### config.mk
export PLATFORM = sky130hd
export DESIGN_NAME = pipe_hazard_ctrl_flat
export DESIGN_NICKNAME = d
export VERILOG_FILES = /design/src/rtl/pipe_hazard_ctrl_if.sv /design/src/rtl/pipe_hazard_ctrl.sv /design/src/flat_wrapper.sv
export SDC_FILE = /design/constraint.sdc
export NUM_CORES = 1
export LEC_CHECK = 0
export BUFFER_PORTS_ARGS = -buffer_cell sky130_fd_sc_hd__buf_4
export CAP_MARGIN = 20
export CORE_UTILIZATION = 43
export CTS_CLUSTER_SIZE = 25
export DETAILED_ROUTE_END_ITERATION = 7
export HOLD_SLACK_MARGIN = 0.03
export PLACE_DENSITY = 0.79
export SYNTH_ARGS = -nofsm -noshare
export SYNTH_HDL_FRONTEND = slang
export SYNTH_SLANG_ARGS = --single-unit
### constraint.sdc
create_clock -name clk -period 2.1 [get_ports clk]
set_input_delay 0.315 -clock clk [delete_from_list [all_inputs] [get_ports clk]]
set_output_delay 0.315 -clock clk [all_outputs]
set_load 0.01 [all_outputs]
### src/rtl/pipe_hazard_ctrl_if.sv
// -----------------------------------------------------------------------------
// pipe_hazard_ctrl_if
// Bundles the decode/execute/memory stage information that the hazard
// controller inspects, together with the stall/flush/freeze controls and the
// mult/div status it returns.
//
// Modports
//   master : pipeline side. Drives stage info, receives stall/flush/status.
//   slave  : controller side (pipe_hazard_ctrl). The opposite directions.
//
// Signals
//   D_rs_addr/D_rt_addr [4:0]  source registers of the instruction in D
//   D_rs_tuse/D_rt_tuse [1:0]  cycles until D needs the operand (3 = unused)
//   D_is_md                    D holds mult/div/mfhi/mflo/mthi/mtlo
//   E_wr_addr/M_wr_addr [4:0]  destination of E/M instruction (0 = none)
//   E_tnew/M_tnew       [1:0]  cycles until that result can be forwarded
//   E_md_start                 E holds a mult/div this cycle
//   E_md_is_div                1 = div/divu, 0 = mult/multu
//   ext_stall                  external freeze request
//   pc_stall/fd_stall          hold PC / FD register
//   de_flush                   insert bubble into DE
//   pipe_freeze                hold DE, EM and MW
//   md_busy/md_done            mult/div occupied / result-valid pulse
// -----------------------------------------------------------------------------
interface pipe_hazard_ctrl_if;
  logic [4:0] D_rs_addr;
  logic [4:0] D_rt_addr;
  logic [1:0] D_rs_tuse;
  logic [1:0] D_rt_tuse;
  logic       D_is_md;
  logic [4:0] E_wr_addr;
  logic [1:0] E_tnew;
  logic [4:0] M_wr_addr;
  logic [1:0] M_tnew;
  logic       E_md_start;
  logic       E_md_is_div;
  logic       ext_stall;
  logic       pc_stall;
  logic       fd_stall;
  logic       de_flush;
  logic       pipe_freeze;
  logic       md_busy;
  logic       md_done;

  modport master (
    output D_rs_addr, D_rt_addr, D_rs_tuse, D_rt_tuse, D_is_md,
    output E_wr_addr, E_tnew, M_wr_addr, M_tnew,
    output E_md_start, E_md_is_div, ext_stall,
    input  pc_stall, fd_stall, de_flush, pipe_freeze, md_busy, md_done
  );

  modport slave (
    input  D_rs_addr, D_rt_addr, D_rs_tuse, D_rt_tuse, D_is_md,
    input  E_wr_addr, E_tnew, M_wr_addr, M_tnew,
    input  E_md_start, E_md_is_div, ext_stall,
    output pc_stall, fd_stall, de_flush, pipe_freeze, md_busy, md_done
  );
endinterface

### src/rtl/pipe_hazard_ctrl.sv
// -----------------------------------------------------------------------------
// pipe_hazard_ctrl
// Central stall/flush controller for a 5-stage pipeline (PC, FD, DE, EM, MW).
//  - Detects RAW hazards that forwarding cannot cover (Tuse < Tnew).
//  - Tracks the multi-cycle mult/div unit with a two-state FSM and down-counter.
//  - Stalls PC/FD and bubbles DE on a hazard; an external stall freezes the
//    rest of the pipe and suppresses the bubble so no instruction is lost.
//
// Parameters
//   MULT_LAT : busy cycles for mult/multu (>=1)
//   DIV_LAT  : busy cycles for div/divu   (>=1, >=MULT_LAT)
//
// Ports
//   clk   : clock, rising edge
//   reset : asynchronous, active-low reset
//   hif   : pipe_hazard_ctrl_if.slave (stage info in, stall/flush/status out)
//   stall_cnt[31:0], md_stall_cnt[31:0] : only with HAZARD_STATS_EN defined;
//     cycles with a hazard/mult-div stall that were not masked by ext_stall.
//
// Optional feature macro: HAZARD_STATS_EN (adds the two statistics counters).
// -----------------------------------------------------------------------------
module pipe_hazard_ctrl #(
  parameter int MULT_LAT = 5,
  parameter int DIV_LAT  = 10
) (
  input  logic                clk,
  input  logic                reset,
  pipe_hazard_ctrl_if.slave   hif
`ifdef HAZARD_STATS_EN
  ,
  output logic [31:0]         stall_cnt,
  output logic [31:0]         md_stall_cnt
`endif
);

  localparam int CW = $clog2(DIV_LAT + 1);

  typedef enum logic {
    IDLE = 1'b0,
    BUSY = 1'b1
  } state_t;

  state_t          state_reg, state_next;
  logic [CW-1:0]   cnt_reg, cnt_next;
  logic            md_done_reg, md_done_next;

  logic            hz;
  logic            mdz;
  logic            stall;

  // A consumer in D needs the operand in 'tuse' cycles; the producer can only
  // forward it in 'tnew' cycles. If tuse < tnew no forwarding path can help.
  // Register 0 never carries a real dependency.
  function automatic logic raw_hit(input logic [4:0] src, input logic [1:0] tuse,
                                   input logic [4:0] dst, input logic [1:0] tnew);
    return (src != 5'd0) && (src == dst) && (tuse < tnew);
  endfunction

  always_comb begin
    hz = raw_hit(hif.D_rs_addr, hif.D_rs_tuse, hif.E_wr_addr, hif.E_tnew)
       | raw_hit(hif.D_rt_addr, hif.D_rt_tuse, hif.E_wr_addr, hif.E_tnew)
       | raw_hit(hif.D_rs_addr, hif.D_rs_tuse, hif.M_wr_addr, hif.M_tnew)
       | raw_hit(hif.D_rt_addr, hif.D_rt_tuse, hif.M_wr_addr, hif.M_tnew);
  end

  // A mult/div-family instruction must wait while the unit is occupied, and
  // also during the cycle a new operation is being launched from E.
  assign mdz   = hif.D_is_md & ((state_reg == BUSY) | hif.E_md_start);
  assign stall = hz | mdz;

  assign hif.pc_stall    = stall | hif.ext_stall;
  assign hif.fd_stall    = stall | hif.ext_stall;
  // Freeze wins: while the pipe is frozen, DE holds its instruction instead of
  // taking a bubble, otherwise that instruction would be dropped.
  assign hif.de_flush    = stall & ~hif.ext_stall;
  assign hif.pipe_freeze = hif.ext_stall;
  assign hif.md_busy     = (state_reg == BUSY);
  assign hif.md_done     = md_done_reg;

  // Mult/div FSM state register. The unit runs independently of ext_stall.
  always_ff @(posedge clk or negedge reset) begin
    if (!reset) begin
      state_reg   <= IDLE;
      cnt_reg     <= '0;
      md_done_reg <= 1'b0;
    end else begin
      state_reg   <= state_next;
      cnt_reg     <= cnt_next;
      md_done_reg <= md_done_next;
    end
  end

  always_comb begin
    state_next   = state_reg;
    cnt_next     = cnt_reg;
    md_done_next = 1'b0;
    unique case (state_reg)
      IDLE: begin
        if (hif.E_md_start) begin
          state_next = BUSY;
          cnt_next   = hif.E_md_is_div ? CW'(DIV_LAT) : CW'(MULT_LAT);
        end
      end
      BUSY: begin
        if (cnt_reg == CW'(1)) begin
          md_done_next = 1'b1;
          // Back-to-back launch on the completing edge: stay busy with the
          // new latency; a start at any other busy edge is ignored.
          if (hif.E_md_start) begin
            state_next = BUSY;
            cnt_next   = hif.E_md_is_div ? CW'(DIV_LAT) : CW'(MULT_LAT);
          end else begin
            state_next = IDLE;
            cnt_next   = '0;
          end
        end else begin
          cnt_next = cnt_reg - CW'(1);
        end
      end
      default: begin
        state_next = IDLE;
        cnt_next   = '0;
      end
    endcase
  end

`ifdef HAZARD_STATS_EN
  // Count only stalls that actually cost a bubble (not hidden under a freeze).
  always_ff @(posedge clk or negedge reset) begin
    if (!reset) begin
      stall_cnt    <= '0;
      md_stall_cnt <= '0;
    end else begin
      if (stall & ~hif.ext_stall) begin
        stall_cnt <= stall_cnt + 32'd1;
      end
      if (mdz & ~hif.ext_stall) begin
        md_stall_cnt <= md_stall_cnt + 32'd1;
      end
    end
  end
`endif

endmodule

### src/flat_wrapper.sv
// flat-port wrapper written by rule: the top's interface ports become plain ports
module pipe_hazard_ctrl_flat 
#(
  parameter int MULT_LAT = 5,
  parameter int DIV_LAT  = 10
)
  (clk, reset, hif_D_rs_addr, hif_D_rt_addr, hif_D_rs_tuse, hif_D_rt_tuse, hif_D_is_md, hif_E_wr_addr, hif_E_tnew, hif_M_wr_addr, hif_M_tnew, hif_E_md_start, hif_E_md_is_div, hif_ext_stall, hif_pc_stall, hif_fd_stall, hif_de_flush, hif_pipe_freeze, hif_md_busy, hif_md_done);
  pipe_hazard_ctrl_if hif_i ();
  input  logic clk;
  input  logic reset;
  input wire logic [$bits(hif_i.D_rs_addr)-1:0] hif_D_rs_addr;
  input wire logic [$bits(hif_i.D_rt_addr)-1:0] hif_D_rt_addr;
  input wire logic [$bits(hif_i.D_rs_tuse)-1:0] hif_D_rs_tuse;
  input wire logic [$bits(hif_i.D_rt_tuse)-1:0] hif_D_rt_tuse;
  input wire logic [$bits(hif_i.D_is_md)-1:0] hif_D_is_md;
  input wire logic [$bits(hif_i.E_wr_addr)-1:0] hif_E_wr_addr;
  input wire logic [$bits(hif_i.E_tnew)-1:0] hif_E_tnew;
  input wire logic [$bits(hif_i.M_wr_addr)-1:0] hif_M_wr_addr;
  input wire logic [$bits(hif_i.M_tnew)-1:0] hif_M_tnew;
  input wire logic [$bits(hif_i.E_md_start)-1:0] hif_E_md_start;
  input wire logic [$bits(hif_i.E_md_is_div)-1:0] hif_E_md_is_div;
  input wire logic [$bits(hif_i.ext_stall)-1:0] hif_ext_stall;
  output wire logic [$bits(hif_i.pc_stall)-1:0] hif_pc_stall;
  output wire logic [$bits(hif_i.fd_stall)-1:0] hif_fd_stall;
  output wire logic [$bits(hif_i.de_flush)-1:0] hif_de_flush;
  output wire logic [$bits(hif_i.pipe_freeze)-1:0] hif_pipe_freeze;
  output wire logic [$bits(hif_i.md_busy)-1:0] hif_md_busy;
  output wire logic [$bits(hif_i.md_done)-1:0] hif_md_done;
  assign hif_i.D_rs_addr = hif_D_rs_addr;
  assign hif_i.D_rt_addr = hif_D_rt_addr;
  assign hif_i.D_rs_tuse = hif_D_rs_tuse;
  assign hif_i.D_rt_tuse = hif_D_rt_tuse;
  assign hif_i.D_is_md = hif_D_is_md;
  assign hif_i.E_wr_addr = hif_E_wr_addr;
  assign hif_i.E_tnew = hif_E_tnew;
  assign hif_i.M_wr_addr = hif_M_wr_addr;
  assign hif_i.M_tnew = hif_M_tnew;
  assign hif_i.E_md_start = hif_E_md_start;
  assign hif_i.E_md_is_div = hif_E_md_is_div;
  assign hif_i.ext_stall = hif_ext_stall;
  assign hif_pc_stall = hif_i.pc_stall;
  assign hif_fd_stall = hif_i.fd_stall;
  assign hif_de_flush = hif_i.de_flush;
  assign hif_pipe_freeze = hif_i.pipe_freeze;
  assign hif_md_busy = hif_i.md_busy;
  assign hif_md_done = hif_i.md_done;
  pipe_hazard_ctrl #(.MULT_LAT(MULT_LAT), .DIV_LAT(DIV_LAT)) u_core (.clk(clk), .reset(reset), .hif(hif_i));
endmodule
# [After elaboration in Yosys (flattened, before gate mapping)]
# Index checks and enable logic that the tools add are counted.
[totals] ff_bits=6 in_bits=34 wordCells=44
[op_classes] addsub=1 magnitude_cmp=4 n_eq_ne=6 mux=10 bitwise_logic=10 reduce_logical=10
[ops] op="$eq A5 B5 Y1" count=4
[ops] op="$mux W4" count=4
[ops] op="$reduce_bool A5 Y1" count=2
[ops] op="$logic_and A1 B1 Y1" count=8
[ops] op="$lt A2 B2 Y1" count=4
[ops] op="$pmux W4 S2" count=1
[ops] op="$or A1 B1 Y1" count=6
[ops] op="$eq A4 B1 Y1 const B" count=1
[ops] op="$mux W1" count=4
[ops] op="$sub A4 B1 Y4 const B" count=1
[ops] op="$and A1 B1 Y1" count=2
[ops] op="$ne A2 B2 Y1 const B" count=1
[ops] op="$not A1 Y1" count=2
[ops] op="$pmux W1 S2" count=1

# [Logic depth before layout (Yosys ltp)]
[logic_depth] word_depth=8 ltp_mapped=7

# [Worst setup path before layout]
# OpenSTA, ideal clock, no wires.
[synth_path] path_kind="in2out" from="input hif_D_rs_addr[1]" to="output hif_pc_stall" t_arrival_ps=1709 required_ps=1785 setup_slack_ps=76 path_stages=5 n_path_buf=1 cell_sequence="or4_1 nor2_1 a21oi_1 or4_1 buf_4"
[synth_between] elab_chain_len=8
[synth_rtl] item="from (decl)" line="flat_wrapper.sv:11" rtl="input wire logic [$bits(hif_i.D_rs_addr)-1:0] hif_D_rs_addr;"
[synth_rtl] item="$eq A5 B5 Y1 / $reduce_bool A5 Y1 (equally long branches)" line="pipe_hazard_ctrl.sv:56" rtl="return (src != 5'd0) && (src == dst) && (tuse < tnew);"
[synth_rtl] item="$logic_and A1 B1 Y1 (2 in a row)" line="pipe_hazard_ctrl.sv:56"
[synth_rtl] item="$or A1 B1 Y1" line="pipe_hazard_ctrl.sv:61" rtl="| raw_hit(hif.D_rt_addr, hif.D_rt_tuse, hif.E_wr_addr, hif.E_tnew)"
[synth_rtl] item="$or A1 B1 Y1 (*)" line="pipe_hazard_ctrl.sv:62" rtl="| raw_hit(hif.D_rs_addr, hif.D_rs_tuse, hif.M_wr_addr, hif.M_tnew)"
[synth_rtl] item="$or A1 B1 Y1 (*)" line="pipe_hazard_ctrl.sv:63" rtl="| raw_hit(hif.D_rt_addr, hif.D_rt_tuse, hif.M_wr_addr, hif.M_tnew);"
[synth_rtl] item="$or A1 B1 Y1 (*)" line="pipe_hazard_ctrl.sv:69" rtl="assign stall = hz | mdz;"
[synth_rtl] item="$or A1 B1 Y1 (*)"
[synth_rtl] item="to (decl)" line="flat_wrapper.sv:23" rtl="output wire logic [$bits(hif_i.pc_stall)-1:0] hif_pc_stall;"
# Mark *: on every way between the ends. The rest lies on a longest branch, timed or not.

# [Worst setup path in the final report]
[layout_path] from="input hif_D_rs_addr[3]" to="output hif_fd_stall"
[layout_between] elab_chain_len=8
[layout_rtl] item="$eq A5 B5 Y1 / $reduce_bool A5 Y1 (equally long branches)" line="pipe_hazard_ctrl.sv:56"
[layout_rtl] item="$logic_and A1 B1 Y1 (2 in a row)" line="pipe_hazard_ctrl.sv:56"
[layout_rtl] item="$or A1 B1 Y1" line="pipe_hazard_ctrl.sv:61"
[layout_rtl] item="$or A1 B1 Y1 (*)" line="pipe_hazard_ctrl.sv:62"
[layout_rtl] item="$or A1 B1 Y1 (*)" line="pipe_hazard_ctrl.sv:63"
[layout_rtl] item="$or A1 B1 Y1 (*)" line="pipe_hazard_ctrl.sv:69"
[layout_rtl] item="$or A1 B1 Y1 (*)" line="pipe_hazard_ctrl.sv:72" rtl="assign hif.fd_stall = stall | hif.ext_stall;"
[layout_rtl] item="to (decl)" line="flat_wrapper.sv:24" rtl="output wire logic [$bits(hif_i.fd_stall)-1:0] hif_fd_stall;"
# Marked as above.

==> flow_metrics.env <==
export IMPL_die_area_um2=1790
export IMPL_grt_max_degree=9
export IMPL_start_util=0.465
export IMPL_clock_sinks=6
export IMPL_power_leakage_nw=0.556
export IMPL_synth_flop_cell="dfrtp_1"
export IMPL_cp_data_required_time_ps=1780
export IMPL_synth_cell_type_count=27
export IMPL_clockBufferDepth=2
export IMPL_cts_max_level=1
export IMPL_fin_crit_ps=2080
export IMPL_crit_fanout=2
export IMPL_synth_seq_cells=6
export IMPL_drtIter0Drc=10
export IMPL_combPwrFrac=0.534
export IMPL_finalSetupTns_ps=0
export IMPL_nets=172
export IMPL_post_route_drc_count=0
export IMPL_grt_overflow_total=0
export IMPL_multi_input_area_um2=531
export IMPL_grt_pass1_wl_um=3170
export IMPL_cts_tree="yes"
export IMPL_drtAntennaViolNets=0
export IMPL_p_int_w=0.000416
export IMPL_power_density_nw_per_um2=609
export IMPL_fp_dieW_um=42.4
export IMPL_clk_insertion_delay_late_ps=240
export IMPL_synth_largest_area_cell="dfrtp_1"
export IMPL_grt_pass1_vias=788
export IMPL_yosys_warnings=0
export IMPL_cts_clk_slew_worst_paths_ps=40
export IMPL_dpl_cell_count=141
export IMPL_critPathArrivalTime_ps=1760
export IMPL_dpl_hpwl_um=1600
export IMPL_fmax_ghz=0.482
export IMPL_largest_reg_flops=4
export IMPL_diodes=0
export IMPL_core_um2=1510
export IMPL_grt_usage=0.235
export IMPL_cts_buffers=3
export IMPL_io_pins=40
export IMPL_synth_area_um2=701
export IMPL_ys_seq_area_frac=0.214
export IMPL_area_growth_pct=58.8
export IMPL_hold_viol_final=0
export IMPL_mostFrequentLayoutCell="buf_4"
export IMPL_synth_edf_count=0
export IMPL_seq_area_um2=150
export IMPL_fillers=111
export IMPL_drt_total_wl_um=2010
export IMPL_switching_share=0.385
export IMPL_worstSetupPathType="primary input to output port"
export IMPL_synth_area_leaders="dfrtp_1, xor2_1, ha_1"
export IMPL_start_kind="primary input"
export IMPL_tightest_slew_ps=345
export IMPL_route_vias_total=782
export IMPL_power_frac_seq=0.319
export IMPL_endpoint_kind="output port"
export IMPL_avgRoutedWirePerCell_um=13.7
export IMPL_ir_drop_mv=0.443
export IMPL_maxCapViolations=0
export IMPL_drt_pass1_iter_count=4
export IMPL_netSwitchingPower_w=0.000261
export IMPL_port_buffer_count=39
export IMPL_finClkSkew_ps=1.02
export IMPL_syn_inst=85
export IMPL_async_reset_ff_frac=1.00
export IMPL_drv_slew=0
export IMPL_syn_avg_cell_area_um2=8.24
export IMPL_drive_gt1_frac=0.408
export IMPL_clockPowerShare=0.147
export IMPL_antenna_found_initial=0
export IMPL_gp_congestion=0.834
export IMPL_num_rows=14
export IMPL_syn_num_nets=125
export IMPL_synth_top_area_frac=0.214
export IMPL_hold_class="primary input to register"
export IMPL_setup_viol=0
export IMPL_slew_headroom=0.767
export IMPL_die_h_um=42.4
export IMPL_finalNonFillerCells=146
export IMPL_run_status="finished, final reports clean"
export IMPL_final_cell_mix="buf_4, xor2_1, inv_1"
export IMPL_cts_root_buf="clkbuf_4"
export IMPL_viasPerCell=5.36
export IMPL_fin_crit_sh=0.988
what timing repair did:
item                                    4_1_cts  5_1_grt
hold buffers                                  1        0
endpoints found under the setup margin        2        3
resized for setup                             6        6
setup buffers                                 2        0
pin swaps                                     3        5
hold endpoints to repair                      6        0
routing by layer:
metal	GRT usage	vias up	wire [µm]
li1	-	388	-
met2	0.434	30	1080
met1	0.241	360	738
met3	0.0388	4	131
met5	0	-	0
met4	0.150	0	51
cells by family after synthesis:
| logic type | Yosys count | share of synthesized area |
|---|---|---|
| AOI/OAI and AO/OA | 15 | 0.146 |
| xor gates and xnor gates | 20 | 0.250 |
| adders and majority gates | 6 | 0.107 |
| buffers and inverters | 12 | 0.0750 |
| DFF | 6 | 0.214 |
| muxes | 1 | 0.0143 |
| and+or+nand+nor | 25 | 0.193 |
path summary, 6_finish.rpt:
path / to / slack [ps] / depth (start not counted) / from
worst min-delay path: u_core.hif.md_busy$_DFF_PN0_ / 340 / 2 / hif_E_md_start
worst min register to register: u_core.cnt_reg[1]$_DFFE_PN0N_ / 530 / 2 / u_core.cnt_reg[1]$_DFFE_PN0N_
max in group asynchronous: u_core.cnt_reg[3]$_DFFE_PN0N_ / 1580 / 2 / reset
worst max register to register: u_core.cnt_reg[3]$_DFFE_PN0N_ / 680 / 6 / u_core.cnt_reg[1]$_DFFE_PN0N_
worst max-delay path: hif_fd_stall / 20 / 6 / hif_D_rs_addr[3]
min in group asynchronous: u_core.cnt_reg[2]$_DFFE_PN0N_ / 410 / 2 / reset
synth_stat cells (3+ instances only):
library cell	n
ha_1	6
nand2_1	3
nand2b_1	3
nor2_1	6
xor2_1	16
o21ai_0	4
dfrtp_1	6
nor4_1	4
xnor2_1	4
inv_1	10
critical path, stage by stage:
cell and delay (ps):
buf_6 100, or4_4 540, nor2_4 90, a21oi_2 50, or4_4 530, buf_6 140
power groups by stage:
stage / combinational [W] / sequential, W / clock, W
after floorplan: 0.000199 / 0.000211 / 0
after global routing: 0.000406 / 0.000223 / 0.000110
after CTS: 0.000359 / 0.000215 / 0.000107
after global placement: 0.000332 / 0.000213 / 0
after detailed placement: 0.000346 / 0.000216 / 0
final: 0.000361 / 0.000216 / 0.0000998
final cells by class:
class,count,share of cell area
tap,16,0.0180
sequential,6,0.135
clock buffer,3,0.0202
timing repair buffer,44,0.316
multi-input combinational,67,0.477
inverter,10,0.0337
stage by stage:
step	power (W)	area (µm²)	hold WS (ps)	setup WS, ps	utilization
CTS	0.000681	1090	332	-10.2	0.724
global placement	0.000545	1020	122	-2.70	0.678
global route	0.000739	1110	359	-2.78	0.738
finish	0.000677	1110	343	24.2	0.738
detailed placement	0.000563	1020	123	-11.9	0.678
floorplan	0.000410	701	19.4	75.6	-
Power figures use the tool's default switching activity.
